File: config.mk
export PLATFORM = sky130hd
export DESIGN_NAME = hazard_ctrl
export DESIGN_NICKNAME = d
export VERILOG_FILES = /design/src/rtl/hazard_ctrl.sv
export SDC_FILE = /design/constraint.sdc
export NUM_CORES = 1
export LEC_CHECK = 0
export ABC_AREA = 1
export BUFFER_PORTS_ARGS = -buffer_cell sky130_fd_sc_hd__buf_2
export CORE_UTILIZATION = 30
export CTS_CLUSTER_DIAMETER = 120
export DETAILED_ROUTE_END_ITERATION = 10
export HOLD_SLACK_MARGIN = 0.03
export PLACE_DENSITY = 0.61
export SLEW_MARGIN = 20
export SYNTH_ARGS = -nofsm -noshare
export SYNTH_HDL_FRONTEND = slang
export SYNTH_SLANG_ARGS = --single-unit
File: constraint.sdc
create_clock -name clk -period 2.5 [get_ports clk]
set_clock_uncertainty 0.1 [all_clocks]
set_input_delay 0.5 -clock clk [delete_from_list [all_inputs] [get_ports clk]]
set_output_delay 0.5 -clock clk [all_outputs]
set_load 0.05 [all_outputs]
File: src/rtl/hazard_ctrl.sv
// Pipeline sequencing controller for the 5-stage MIPS core: load-use stalls,
// branch squash, multi-cycle EX freeze with watchdog, and stall/flush counters.
module hazard_ctrl #(
  parameter int CNT_W         = 16,
  parameter int MD_MAX_CYCLES = 64,
  parameter int WD_W          = 7
) (
  input  logic             clk,
  input  logic             rst_n,
  input  logic             id_valid,
  input  logic [4:0]       id_rs,
  input  logic [4:0]       id_rt,
  input  logic             id_uses_rt,
  input  logic             ex_memread,
  input  logic [4:0]       ex_rt,
  input  logic             branch_taken,
  input  logic             md_start,
  input  logic             md_done,
  input  logic             clr_cnt,
  output logic             pc_en,
  output logic             ifid_en,
  output logic             ifid_flush,
  output logic             idex_flush,
  output logic             ex_hold,
  output logic             md_timeout,
  output logic [CNT_W-1:0] stall_cnt,
  output logic [CNT_W-1:0] flush_cnt
);

  typedef enum logic [1:0] {
    RUN     = 2'd0,
    MD_WAIT = 2'd1,
    TIMEOUT = 2'd2
  } state_t;

  state_t           r_state, w_state_nxt;
  logic [WD_W-1:0]  r_wd, w_wd_nxt;
  logic             r_md_timeout;
  logic [CNT_W-1:0] r_stall_cnt, r_flush_cnt;
  logic             w_load_use, w_stall_inc, w_flush_inc;

  assign w_load_use = ex_memread && (ex_rt != 5'd0) && id_valid &&
                      ((ex_rt == id_rs) || (id_uses_rt && (ex_rt == id_rt)));

  always_comb begin
    w_state_nxt = r_state;
    w_wd_nxt    = r_wd;
    w_stall_inc = 1'b0;
    w_flush_inc = 1'b0;
    pc_en       = 1'b1;
    ifid_en     = 1'b1;
    ifid_flush  = 1'b0;
    idex_flush  = 1'b0;
    ex_hold     = 1'b0;
    case (r_state)
      RUN: begin
        if (branch_taken) begin
          ifid_flush  = 1'b1;
          idex_flush  = 1'b1;
          w_flush_inc = 1'b1;
        end else if (md_start && !md_done) begin
          pc_en       = 1'b0;
          ifid_en     = 1'b0;
          ex_hold     = 1'b1;
          w_stall_inc = 1'b1;
          w_wd_nxt    = WD_W'(1);
          w_state_nxt = MD_WAIT;
        end else if (w_load_use) begin
          // md_start+md_done together is a 1-cycle op and still honours load-use
          pc_en       = 1'b0;
          ifid_en     = 1'b0;
          idex_flush  = 1'b1;
          w_stall_inc = 1'b1;
        end
      end
      MD_WAIT: begin
        if (md_done) begin
          w_wd_nxt    = '0;
          w_state_nxt = RUN;
          if (w_load_use) begin
            pc_en       = 1'b0;
            ifid_en     = 1'b0;
            idex_flush  = 1'b1;
            w_stall_inc = 1'b1;
          end
        end else begin
          pc_en       = 1'b0;
          ifid_en     = 1'b0;
          ex_hold     = 1'b1;
          w_stall_inc = 1'b1;
          // r_wd counts hold cycles already spent; this one makes r_wd+1
          if (r_wd >= WD_W'(MD_MAX_CYCLES - 1)) begin
            w_state_nxt = TIMEOUT;
          end else begin
            w_wd_nxt = r_wd + WD_W'(1);
          end
        end
      end
      TIMEOUT: begin
        pc_en   = 1'b0;
        ifid_en = 1'b0;
        ex_hold = 1'b1;
      end
      default: begin
        w_state_nxt = RUN;
        w_wd_nxt    = '0;
      end
    endcase
    if (!rst_n) begin
      pc_en      = 1'b0;
      ifid_en    = 1'b0;
      ifid_flush = 1'b1;
      idex_flush = 1'b1;
      ex_hold    = 1'b0;
    end
  end

  always_ff @(posedge clk or negedge rst_n) begin
    if (!rst_n) begin
      r_state      <= RUN;
      r_wd         <= '0;
      r_md_timeout <= 1'b0;
    end else begin
      r_state <= w_state_nxt;
      r_wd    <= w_wd_nxt;
      if (w_state_nxt == TIMEOUT) begin
        r_md_timeout <= 1'b1;
      end
    end
  end

  // Counters are frozen (including clear) once the watchdog has tripped
  always_ff @(posedge clk or negedge rst_n) begin
    if (!rst_n) begin
      r_stall_cnt <= '0;
      r_flush_cnt <= '0;
    end else if (r_state != TIMEOUT) begin
      if (clr_cnt) begin
        r_stall_cnt <= '0;
        r_flush_cnt <= '0;
      end else begin
        if (w_stall_inc && (r_stall_cnt != '1)) begin
          r_stall_cnt <= r_stall_cnt + CNT_W'(1);
        end
        if (w_flush_inc && (r_flush_cnt != '1)) begin
          r_flush_cnt <= r_flush_cnt + CNT_W'(1);
        end
      end
    end
  end

  assign md_timeout = r_md_timeout;
  assign stall_cnt  = r_stall_cnt;
  assign flush_cnt  = r_flush_cnt;

endmodule
==> flow_summary.ini <==
[timing]
setup_viol = 0
timing.slew.headroom = 0.490
tightest_slew_ns = 0.762
whs_ns = 0.128
finalHoldViolations = 0
setup_tns_ns = 0
fmax_ghz = 0.423
rsz0062_at_grt = false
drv_slew = 0
period_needed_ns = 2.36
setup_ws_ns = 0.135
final.period_utilization = 0.946

[finish]
num_antenna_cells = 0
mostFrequentLayoutCells = nand2_1 (115), buf_2 (60), nor2_1 (49)
final_cell_area_um2 = 3390
final_common_cell = nand2_1
drive_gt1_frac = 0.217
area_delta_synth_final_pct = 20.4
fin_nets = 506

[drt]
vias_per_cell = 4.85
drc = 0
drt-total-wl_um = 7200
drtAntennaViolNets = 0
drtIter0Drc = 122
dr.pass1.iters = 4
post_drt_wl_per_cell_um = 12.2
num_vias = 2854

[setup_path]
crit_type = in2out
worstPathMaxFanout = 3
cp.arrival_ns = 1.76
endpoint_kind = primary output
start_kind = input pin
cp_data_required_time_ns = 1.90

[floorplanning]
io_pins = 62
initial_core_util = 0.317
fp.dieW_um = 98.9
coreArea_um2 = 8890
dieArea_um2 = 9780
num_rows = 34
die_height_um = 98.9

[cts]
clk_pin_slew_ns = 0.08
cts_made_buffers = 5
cts_max_path_buffers = 2
cts_tree = yes
insertion_delay_ns = 0.29
htreeDepth = 2
clock-root-buffer = clkbuf_8
clock-sinks = 42

[synth]
synth_flop_cell = dfrtp_1
synth_edf_count = 0
yosysWarnings = 0
synth.distinct_cells = 36
ys_ff_latch = 42
syn_nets = 440
synth_cells = 413
async_flop_share = 1.00
postSynthAreaPerCell_um2 = 6.82
synth.cell_area_um2 = 2820
seq_area_frac_synth = 0.373
synth_largest_area_cell = dfrtp_1
synth_area_leaders = dfrtp_1 (37%), nand2_1 (15%), nand3_1 (8.4%)
netlist.area_leader.share = 0.373

[min_path]
min_path_type = in2async

[run_status]
outcome = finished, final reports clean

[global_routing]
grt_pass1_vias = 2637
grt_usage = 0.157
grt_pass1_wl_um = 12400
grt_max_degree = 26
antenna_found_initial = 0
overflow = 0

[pwr]
powerDensity_nw_per_um2 = 453
p_leak_nw = 1.80
ir_drop_mv = 0.250

[placement]
place_area_um2 = 3260
place_congestion = 0.845
numPortBuffers = 61
place_hpwl_um = 5390
dp_slack_ns = 0.122

[job]
max_cap_viol_count = 0
[cells in the mapped netlist, types with 3 or more instances]
| master | instances |
|---|---|
| nand2_1 | 115 |
| nor2_1 | 50 |
| inv_1 | 48 |
| nand3_1 | 47 |
| dfrtp_1 | 42 |
| a21oi_1 | 14 |
| inv_2 | 12 |
| nor3_1 | 9 |
| o21ai_1 | 7 |
| xor2_1 | 7 |
| o21ai_0 | 6 |
| nand4_1 | 5 |
| o31ai_1 | 5 |
| xnor2_1 | 5 |
| a31oi_1 | 4 |
| nor4_1 | 4 |
| buf_2 | 3 |
| ha_1 | 3 |
| nand2_2 | 3 |
[sequential cells by signal, summed over array words and instances (netlist names)]
| signal | count |
|---|---|
| r_wd | 7 |
| flush_cnt | 16 |
| md_timeout | 1 |
| stall_cnt | 16 |
| r_state | 2 |
[cell families (layout without fill, tap and decap cells)]
family	count (synthesis)	after routing	synth area share
xor gates and xnor gates	12	12	0.0373
DFF	42	42	0.373
and+or+nand+nor	246	246	0.393
AOI/OAI and AO/OA	40	40	0.0804
buffers and inverters	70	137	0.103
adders and majority gates	3	3	0.0133
[where the power goes]
| group | total, W | internal [W] | switching, W | leakage (nW) |
|---|---|---|---|---|
| logic | 0.000284 | 0.0000799 | 0.000204 | 1.17 |
| clock network | 0.000536 | 0.000294 | 0.000242 | 0.0579 |
| registers | 0.000716 | 0.000695 | 0.0000204 | 0.578 |
| total | 0.00154 | 0.00107 | 0.000467 | 1.80 |
[routing by layer]
metal	vias to the layer above	share of wire	track usage
li1	1444	-	-
met1	1344	0.47	0.209
met2	64	0.47	0.259
met3	2	0.050	0.0333
met4	0	0.0068	0.0425
met5	-	0	0
[path summary, 6_finish.rpt]
check	from	end	slack, ns	depth (start not counted)
max	id_rt[0]	ifid_en	0.14	13
min	rst_n	r_wd[5]	0.13	2
max reg2reg	flush_cnt[1]	flush_cnt[6]	0.27	10
min reg2reg	md_timeout	md_timeout	0.39	1
max in group asynchronous	rst_n	r_wd[4]	1.50	2
min in group clk	md_timeout	md_timeout	0.39	1
[through the flow]
step           power [W]  instances  utilization
2_1_floorplan   0.000917        413            -
3_3_place_gp     0.00101        579        0.367
3_5_place_dp     0.00101        579        0.367
4_1_cts          0.00156        588        0.380
5_1_grt          0.00162        588        0.381
6_report         0.00154        588        0.381
[repair_timing]
action,CTS,global route
gates resized for setup,1,2
setup endpoints to repair,1,1
endpoints found under the hold margin,5,0
hold buffers,1,0
buffers inserted,0,0
[area by class of cell]
cell class                      count  area [um2]
Clock inverter                      3        40.0
Clock buffer                        5        68.8
Fill cell                         962        5500
Inverter                           60         225
Tap cell                          108         135
Timing Repair Buffer               69         370
Sequential cell                    42        1050
Multi-Input combinational cell    301        1500
[critical path: stages]
cell,delay (ns)
buf_2,0.09
inv_1,0.07
nand2_1,0.06
nand2_1,0.07
nor2_1,0.06
nand3_1,0.08
nand2_1,0.05
nand2_1,0.09
nand2_1,0.06
nand2_1,0.08
nand3_1,0.11
a31oi_4,0.17
buf_2,0.29
No activity file was read; power rests on OpenSTA's default activity.
